==> src/rtl/count_pulse_gen.sv <==
// count_pulse_gen: burst generator emitting n_pulses count pulses of HI_LEN/LO_LEN cycles, then a one-cycle done.
// Define COUNT_PULSE_GEN_LOOP_EN to let start in DONE restart a burst without passing through IDLE.
module count_pulse_gen #(
    parameter int N_W    = 4,
    parameter int HI_LEN = 5,
    parameter int LO_LEN = 5,
    parameter int LEN_W  = 8
) (
    input  logic           clk,
    input  logic           rst,
    input  logic           start,
    input  logic [N_W-1:0] n_pulses,
    output logic           count,
    output logic           busy,
    output logic           done,
    output logic [1:0]     s_out,
    output logic [N_W-1:0] sent
);
    typedef enum logic [1:0] {IDLE = 2'b00, HIGH = 2'b01, LOW = 2'b10, DONE = 2'b11} state_t;
    state_t           state_q, state_d;
    logic [LEN_W-1:0] len_q, len_d;
    logic [N_W-1:0]   n_q, n_d, sent_q, sent_d;
    logic             count_q, count_d;
    logic             accept;
`ifdef COUNT_PULSE_GEN_LOOP_EN
    assign accept = start && (state_q == IDLE || state_q == DONE);
`else
    assign accept = start && state_q == IDLE;
`endif
    always_comb begin
        state_d = state_q;
        len_d   = len_q;
        n_d     = n_q;
        sent_d  = sent_q;
        if (accept) begin
            n_d     = n_pulses;
            sent_d  = '0;
            len_d   = '0;
            state_d = n_pulses != '0 ? HIGH : DONE;
        end else begin
            case (state_q)
                HIGH: begin
                    len_d   = len_q == LEN_W'(HI_LEN - 1) ? '0 : len_q + 1'b1;
                    state_d = len_q == LEN_W'(HI_LEN - 1) ? LOW : HIGH;
                    sent_d  = len_q == LEN_W'(HI_LEN - 1) ? sent_q + 1'b1 : sent_q;
                end
                LOW: begin
                    len_d   = len_q == LEN_W'(LO_LEN - 1) ? '0 : len_q + 1'b1;
                    state_d = len_q != LEN_W'(LO_LEN - 1) ? LOW : (sent_q == n_q ? DONE : HIGH);
                end
                DONE:    state_d = IDLE;
                default: state_d = IDLE;
            endcase
        end
        count_d = state_d == HIGH;
    end
    always_ff @(posedge clk) begin
        if (rst) begin
            state_q <= IDLE;
            len_q   <= '0;
            n_q     <= '0;
            sent_q  <= '0;
            count_q <= 1'b0;
        end else begin
            state_q <= state_d;
            len_q   <= len_d;
            n_q     <= n_d;
            sent_q  <= sent_d;
            count_q <= count_d;
        end
    end
    assign count = count_q;
    assign busy  = state_q != IDLE;
    assign done  = state_q == DONE;
    assign s_out = state_q;
    assign sent  = sent_q;
endmodule
==> config.mk <==
export PLATFORM = sky130hd
export DESIGN_NAME = count_pulse_gen
export DESIGN_NICKNAME = d
export VERILOG_FILES = /design/src/rtl/count_pulse_gen.sv
export SDC_FILE = /design/constraint.sdc
export NUM_CORES = 1
export LEC_CHECK = 0
export BUFFER_PORTS_ARGS = -buffer_cell sky130_fd_sc_hd__buf_2
export CAP_MARGIN = 20
export CORE_AREA = 8 8 53 55
export CTS_CLUSTER_SIZE = 16
export DETAILED_ROUTE_END_ITERATION = 7
export DIE_AREA = 0 0 61 63
export PLACE_DENSITY = 0.75
export SYNTH_ARGS = -nofsm -noshare
export SYNTH_HDL_FRONTEND = slang
export SYNTH_SLANG_ARGS = --single-unit
==> constraint.sdc <==
create_clock -name clk -period 2.27 [get_ports clk]
set_clock_uncertainty 0.2 [all_clocks]
set_input_delay 0.454 -clock clk [delete_from_list [all_inputs] [get_ports clk]]
set_output_delay 0.454 -clock clk [all_outputs]
set_load 0.03 [all_outputs]
After elaboration in Yosys (flattened, before gate mapping)
Cells that the tools add are included.

Register bits: 19. Input port bits: 7. Output and inout bits: 9. Logic and storage cells: 28.

$add $sub $neg: 2. Eq/ne operators: 7. Muxes and demuxes: 7. Reduce and logical (&&, ||, !) cells: 7.

Operators with widths (number): 2-to-1 mux 2 bit (5); adder 8 x 1 -> 8 bit (second input constant) (1); == test 8 x 3 -> 1 bit (second input constant) (1); 2-to-1 mux 8 bit (1); != test 8 x 3 -> 1 bit (second input constant) (1); adder 4 x 1 -> 4 bit (second input constant) (1); == test 2 x 1 -> 1 bit (second input constant) (2); == test 2 bit (second input constant) (2); == test 4 bit (1); case mux 2 bit (2 select lines) (1); nonzero test 4 bit (1); OR reduction 2 bit (2); logical NOT 2 bit (1); AND reduction 2 bit (1); nonzero test 2 bit (1); logical AND 1 bit (1).

Depth between registers and ports, before layout
Gate-level depths: netlist of the first run.

Depth after elaboration: 6. Mapped depth: 7. Gate-level depth less buffers: 6.

Worst setup path before layout of the first run
No wires, ideal clock.

Path type: register -> register. Start: register state_q[0] (netlist: s_out[0]). End: register len_q[5]. Library setup time: 0.117 ns. Arrival: 1.717 ns. Data required time: 1.953 ns. Setup slack: 0.236 ns. Cell stages (with the launch flop): 8. Buffers on the path: 1. Clock period less this slack: 2.034 ns. Cells stage by stage: dfxtp_1 inv_1 ha_1 clkbuf_1 nand4_1 nor3_1 xnor2_1 nor2_1.

Word-level cells in the longest chain between the ends: 3. Elaborated cells between the ends (all ways): 6. Classes of those cells: 2 x eq/ne; 4 x reduce/logical.

RTL lines: from (decl) (RTL line 20) `state_t state_q, state_d;`; from (signal assigned) (RTL line 65) `state_q <= state_d;`; logical NOT 2 bit (RTL line 28) `assign accept = start && state_q == IDLE;`; logical AND 1 bit (RTL line 28); OR reduction 2 bit (no line); to (signal assigned) (RTL line 66) `len_q <= len_d;`; to (decl) (RTL line 21) `logic [LEN_W-1:0] len_q, len_d;`.

Several ways; a longest one is shown, not always the timed one. A chain may end at the register's enable or synchronous reset.

Worst setup path after layout of the first run
Start: register len_q[0]. End: register state_q[1] (netlist: s_out[1]).

Word-level cells in the longest chain between the ends: 4. Elaborated cells between the ends (all ways): 6. Classes of those cells: 2 x eq/ne; 4 x mux.

RTL lines: != test 8 x 3 -> 1 bit or == test 8 x 3 -> 1 bit (tied branches) (RTL line 49, 44); 2-to-1 mux 2 bit (on tied branches) (RTL line 49, 44); case mux 2 bit (2 select lines) (*) (RTL line 41) `case (state_q)`; 2-to-1 mux 2 bit (*) (RTL line 35) `if (accept) begin`.

Every way passes the cells marked *; elsewhere a longest branch is shown, timed or not.

==> results.sh, run 1 <==
export IMPL_synth_area_leaders="dfxtp_1 40%, ha_1 9.2%, xor2_1 9.2%"
export IMPL_grt_pass1_vias=734
export IMPL_antenna_cells=0
export IMPL_yosysWarnings=0
export IMPL_syn_area_um2=955
export IMPL_worst_path_max_delay_cell="or4b_1"
export IMPL_synth_top_area_cell="dfxtp_1"
export IMPL_overflow=0
export IMPL_critPathBufInv=1
export IMPL_syn_instance_count=107
export IMPL_max_freq_mhz=519
export IMPL_io_buffer_count=15
export IMPL_ys_top_cells_by_count="19 x dfxtp_1, 16 x nand2_1, 13 x nor2_1, 10 x xor2_1, 7 x ha_1"
export IMPL_leakage_nw=0.481
export IMPL_crit_path_end_kind="register"
export IMPL_die_h_um=63
export IMPL_cts_tree="built"
export IMPL_syn_nets=121
export IMPL_start_kind="register"
export IMPL_antenna_left=0
export IMPL_cp_required_ns=2.29
export IMPL_post_cts_setup_buffers=0
export IMPL_min_period_ns=1.93
export IMPL_critPathKind="reg2reg"
export IMPL_rr_worst_depth=6
export IMPL_start_util_pct=46.3
export IMPL_finalHoldViolations=0
export IMPL_rsz0062_at_grt="false"
export IMPL_drive_gt1_share_pct=18.5
export IMPL_power_density_nw_per_um2=550
export IMPL_fin_ws_ns=0.343
export IMPL_hold_start="rst"
export IMPL_ys_seq_area_share_pct=39.8
export IMPL_yosys_area_top_type_share_pct=39.8
export IMPL_dp_hpwl_um=1450
export IMPL_register_area_um2=380
export IMPL_ios=16
export IMPL_core_um2=2060
export IMPL_numClockSinks=19
export IMPL_arrival_ns=1.95
export IMPL_clk_pin_slew_ns=0.10
export IMPL_synth_cell_types=27
export IMPL_r2r_start="len_q[0]$_SDFFE_PP0N_"
export IMPL_synth_seq_cells=19
export IMPL_clk_latency_ns=0.28
export IMPL_min_delay_worst_endpoint="n_q[3]$_SDFFE_PP0P_"
export IMPL_ir_drop_mv=0.359
export IMPL_grt_pass1_wl_um=3010
export IMPL_worstPathMaxFanout=8
export IMPL_drtIter0Drc=12
export IMPL_holdWs_ns=0.207
export IMPL_syn_area_per_cell_um2=8.92
export IMPL_synth_most_common_cell="dfxtp_1"
export IMPL_path_delay_family="simple AND/OR/NAND/NOR gates"
export IMPL_viasPerCell=5.01
export IMPL_grt_max_degree=11
export IMPL_worst_path_largest_cell_delay_ns=0.47
export IMPL_wl_um=1790
export IMPL_slew_headroom_pct=71.6
export IMPL_drc=0
export IMPL_fillers=201
export IMPL_maxCapViolCount=0
export IMPL_setup_viol=0
export IMPL_antenna_found_initial=0
export IMPL_post_cts_resized=0
export IMPL_drt_pass1_iter_count=4
export IMPL_area_delta_synth_final_pct=13.5
export IMPL_post_route_period_util_pct=84.9
export IMPL_min_path_cells=2
export IMPL_final_setup_tns_ns=0
export IMPL_grtUsageTotal_pct=9.76
export IMPL_worstMarginPinSlew_ns=0.425
export IMPL_numCtsBuffers=3
export IMPL_rr_endpoint="s_out[1]$_SDFF_PP0_"
export IMPL_min_path_type="in2reg"
export IMPL_root_buffer="clkbuf_4"
export IMPL_synth_main_ff_cell="dfxtp_1"
export IMPL_r2r_slack_ns=0.34
export IMPL_htree_levels=1
export IMPL_routedWlPerCell_um=11.8
export IMPL_preCtsSetupSlack_ns=0.331
export IMPL_cp_cell_sequence="inv_1 > ha_1 > nor4b_4 > a21oi_2 > or4b_1 > o22ai_1"
export IMPL_die_w_um=61
export IMPL_dieArea_um2=3840
export IMPL_gp_congestion=0.745
export IMPL_async_flop_share_pct=0
export IMPL_drv_slew=0
export IMPL_nets=139
export IMPL_synth_edff_count=0
export IMPL_multi_input_comb_area_um2=544
export IMPL_num_vias=761
export IMPL_cts_max_path_buffers=2
export IMPL_run_status="finished clean"
export IMPL_rows=17
export IMPL_power_total_uw=596
export IMPL_ctsHoldBuffers=0
[stage by stage]
stage	instances	area, µm²	util [%]
2_1_floorplan	107	955	-
3_3_place_gp	148	1060	51.2
3_5_place_dp	148	1060	51.2
4_1_cts	152	1080	52.5
5_1_grt	152	1080	52.5
6_report	152	1080	52.5
[per-layer routing]
layer	track usage, %	share of wire, %	vias up
met5	0	0	-
met4	3.50	0.73	0
met3	2.67	4.8	2
met2	16.3	49	10
met1	11.3	45	354
li1	-	-	395
[layout make-up]
cell class / count / share of cell area (%)
clock buffers: 4 / 2.42
repair buffers: 15 / 6.93
well taps: 28 / 3.23
multi-input cells: 80 / 50.2
flip-flops and latches: 19 / 35.1
inverters: 6 / 2.08
[worst reg2reg max path: cells and delay by family, from the launching register on]
family,cells,cell delay [ns]
fa+ha+maj,1,0.15
flops,1,0.36
buf+inv,1,0.10
compound gates,2,0.21
simple gates,2,0.85
[where the power goes]
| part | internal, mW | switching (mW) |
|---|---|---|
| Sequential | 0.343 | 0.00764 |
| Combinational | 0.0326 | 0.0514 |
| Clock | 0.0681 | 0.0928 |
| Total | 0.444 | 0.152 |
[kinds of logic (layout without fill, tap and decap cells)]
| group | after synthesis | in the layout | synth area share [%] |
|---|---|---|---|
| AOI/OAI and AO/OA | 11 | 11 | 8.26 |
| adders and majority gates | 7 | 7 | 9.17 |
| buffers and inverters | 8 | 25 | 3.15 |
| muxes | 1 | 1 | 1.05 |
| DFF | 19 | 19 | 39.8 |
| xor gates and xnor gates | 14 | 14 | 12.8 |
| and+or+nand+nor | 47 | 47 | 25.7 |
[state kept, by name (all words and copies together) (netlist names)]
name	flops
count	1
len_q	8
n_q	4
s_out	2
sent	4
[worst max path at each step]
stage | startpoint | end | slack (ns) | cells after the start
CTS | len_q[0]$_SDFFE_PP0N_ | s_out[1]$_SDFF_PP0_ | 0.33 | 6
global route | len_q[0]$_SDFFE_PP0N_ | s_out[1]$_SDFF_PP0_ | 0.18 | 6
global placement | len_q[0]$_SDFFE_PP0N_ | s_out[1]$_SDFF_PP0_ | 0.42 | 6
floorplan | s_out[0]$_SDFF_PP0_ | len_q[5]$_SDFFE_PP0N_ | 0.24 | 7
detailed placement | len_q[0]$_SDFFE_PP0N_ | s_out[1]$_SDFF_PP0_ | 0.33 | 6
finish | len_q[0]$_SDFFE_PP0N_ | s_out[1]$_SDFF_PP0_ | 0.34 | 6
[placed cells by master (no fill, tap or decap)]
cell type	n
inv_1	6
dfxtp_1	19
a21oi_1	5
ha_1	7
o311a_1	1
nor4b_4	1
a211o_2	1
nor3b_1	1
and4bb_2	1
mux2i_1	1
or4b_1	1
clkbuf_1	1
nand3b_1	1
and3_1	1
nor2_1	13
xor2_1	10
nand4_1	4
buf_2	15
nor3_1	2
nor4_1	2
a21oi_2	1
clkbuf_4	3
xnor2_1	4
o22ai_1	1
a31o_2	1
and2_1	1
nand2_1	16
nand3_1	3
o211a_1	1
No activity file was read; power rests on OpenSTA's default activity.
==> inputs of run 2 (changes only) <==
--- a/config.mk
+++ b/config.mk
@@ -7,10 +7,10 @@
 export LEC_CHECK = 0
 export BUFFER_PORTS_ARGS = -buffer_cell sky130_fd_sc_hd__buf_2
 export CAP_MARGIN = 20
-export CORE_AREA = 8 8 53 55
+export CORE_AREA = 8 8 54 56
 export CTS_CLUSTER_SIZE = 16
 export DETAILED_ROUTE_END_ITERATION = 7
-export DIE_AREA = 0 0 61 63
+export DIE_AREA = 0 0 62 64
 export PLACE_DENSITY = 0.75
 export SYNTH_ARGS = -nofsm -noshare
 export SYNTH_HDL_FRONTEND = slang
==> constraint.sdc (replaced) <==
create_clock -name clk -period 1.7 [get_ports clk]
set_clock_uncertainty 0.2 [all_clocks]
set_input_delay 0.34 -clock clk [delete_from_list [all_inputs] [get_ports clk]]
set_output_delay 0.34 -clock clk [all_outputs]
set_load 0.03 [all_outputs]
==> run 2 against run 1 <==
The run now ends with negative setup slack left. Clock-buffer cell count is 1 lower. Sequential share of layout area is 4.0 points lower. Maximum frequency is 11% higher. Critical path type unchanged. Clock power is 40% higher. Highest routed layer unchanged. Combinational power is 84% higher.
==> results.sh, run 2 (same netlist as run 1, synthesis figures left out) <==
export IMPL_crit_path_end_kind="register"
export IMPL_r2r_slack_ns=-0.03
export IMPL_multi_input_comb_area_um2=576
export IMPL_setup_viol=3
export IMPL_final_util_pct=59.5
export IMPL_drc=0
export IMPL_power_total_uw=849
export IMPL_gp_congestion=0.741
export IMPL_slew_headroom_pct=69.3
export IMPL_arrival_ns=1.73
export IMPL_busiest_layer="met2"
export IMPL_final_cell_mix="15 x dfxtp_1, 15 x buf_4, 14 x nand2_1"
export IMPL_clk_latency_ns=0.30
export IMPL_cp_cell_sequence="inv_2 > ha_1 > nor4b_4 > buf_4 > nand2_2 > o311a_1 > o211a_1"
export IMPL_die_w_um=62
export IMPL_critPathBufInv=2
export IMPL_nets=154
export IMPL_violations="negative setup slack"
export IMPL_power_density_nw_per_um2=677
export IMPL_final_setup_tns_ns=-0.0786
export IMPL_drv_slew=0
export IMPL_core_um2=2110
export IMPL_wl_um=2110
export IMPL_start_util_pct=45.3
export IMPL_critPathKind="reg2reg"
export IMPL_worstMarginPinSlew_ns=0.460
export IMPL_dp_hpwl_um=1630
export IMPL_root_buffer="clkbuf_4"
export IMPL_post_route_period_util_pct=102
export IMPL_register_area_um2=390
export IMPL_dieArea_um2=3970
export IMPL_start_kind="register"
export IMPL_run_status="complete, but fails checks"
export IMPL_holdWs_ns=0.0691
export IMPL_antenna_left=0
export IMPL_numCtsBuffers=3
export IMPL_cp_required_ns=1.70
export IMPL_drt_pass1_iter_count=6
export IMPL_routedWlPerCell_um=12.7
export IMPL_use_met3_pct=2.80
export IMPL_min_path_type="in2reg"
export IMPL_worst_path_max_delay_cell="dfxtp_2"
export IMPL_fillers=179
export IMPL_ir_drop_mv=0.487
export IMPL_grt_pass1_vias=819
export IMPL_place_inst=159
export IMPL_maxCapViolCount=0
export IMPL_htree_levels=1
export IMPL_min_period_ns=1.73
export IMPL_fin_ws_ns=-0.0321
export IMPL_grt_max_degree=12
export IMPL_grtUsageTotal_pct=10.9
export IMPL_overflow=0
export IMPL_grtUsageMet1_pct=11.3
export IMPL_ios=16
export IMPL_drive_gt1_share_pct=38.1
export IMPL_use_met2_pct=19.5
export IMPL_clk_pin_slew_ns=0.11
export IMPL_rsz0062_at_grt="true"
export IMPL_io_buffer_count=15
export IMPL_antenna_cells=0
export IMPL_path_delay_family="compound AO/OA/AOI/OAI gates"
export IMPL_area_delta_synth_final_pct=31.3
export IMPL_viasPerCell=5.03
export IMPL_cts_tree="built"
export IMPL_final_cells=167
export IMPL_cts_max_path_buffers=2
export IMPL_num_vias=840
export IMPL_die_h_um=64
export IMPL_leakage_nw=0.566
export IMPL_regMostFlops="len_q"
export IMPL_worst_path_largest_cell_delay_ns=0.34
export IMPL_ctsHoldBuffers=0
export IMPL_finalHoldViolations=0
export IMPL_max_freq_mhz=577
export IMPL_grt_pass1_wl_um=3390
export IMPL_rows=17
export IMPL_numClockSinks=19
export IMPL_antenna_found_initial=0
export IMPL_drtIter0Drc=17
export IMPL_largest_reg_flops=8
export IMPL_worstPathMaxFanout=3
==> run 2: power breakdown <==
group | switching, mW | total (mW) | internal [mW] | leakage (nW)
clock | 0.138 | 0.226 | 0.0878 | 0.0177
combinational | 0.0829 | 0.155 | 0.0724 | 0.392
sequential | 0.0102 | 0.468 | 0.458 | 0.157
==> run 2: worst reg2reg max path, stage by stage, from the launching register on <==
cell and delay (ns):
dfxtp_2 0.34, inv_2 0.05, ha_1 0.14, nor4b_4 0.22
buf_4 0.18, nand2_2 0.05, o311a_1 0.32, o211a_1 0.13
==> run 2: repair_timing <==
item | 4_1_cts | 5_1_grt
gates resized for setup | 4 | 8
endpoints found under the setup margin | 2 | 14
pin swaps | 2 | 1
buffers inserted | 3 | 1
==> run 2: worst paths after layout <==
path	from	end	cells past startpoint
setup / recovery	len_q[0]$_SDFFE_PP0N_	count$_SDFF_PP0_	7
hold / removal	rst	n_q[2]$_SDFFE_PP0P_	2
setup reg to reg	len_q[0]$_SDFFE_PP0N_	count$_SDFF_PP0_	7
hold reg to reg	n_q[0]$_SDFFE_PP0P_	n_q[0]$_SDFFE_PP0P_	2
==> run 2: final cells by class <==
type | count | area share (%)
Inverter | 6 | 2.00
Clock inverter | 1 | 0.399
Clock buffer | 3 | 1.80
Tap cell | 28 | 2.79
Multi-Input combinational cell | 80 | 45.9
Sequential cell | 19 | 31.1
Timing Repair Buffer | 30 | 16.0
==> run 2: routing by layer <==
layer,wire length (µm),vias up,part of all wire (%)
met1,908,385,43
met5,0,-,0
met4,35,0,1.7
met2,1060,19,50
li1,-,431,-
met3,106,5,5.0
==> run 2: through the flow <==
stage | worst slack, ns | instance area, µm²
after detailed placement | -0.0399 | 1150
after global placement | 0.00953 | 1150
final | -0.0321 | 1250
after floorplan | -0.0724 | 981
after CTS | -0.0432 | 1220
after global routing | -0.0985 | 1250
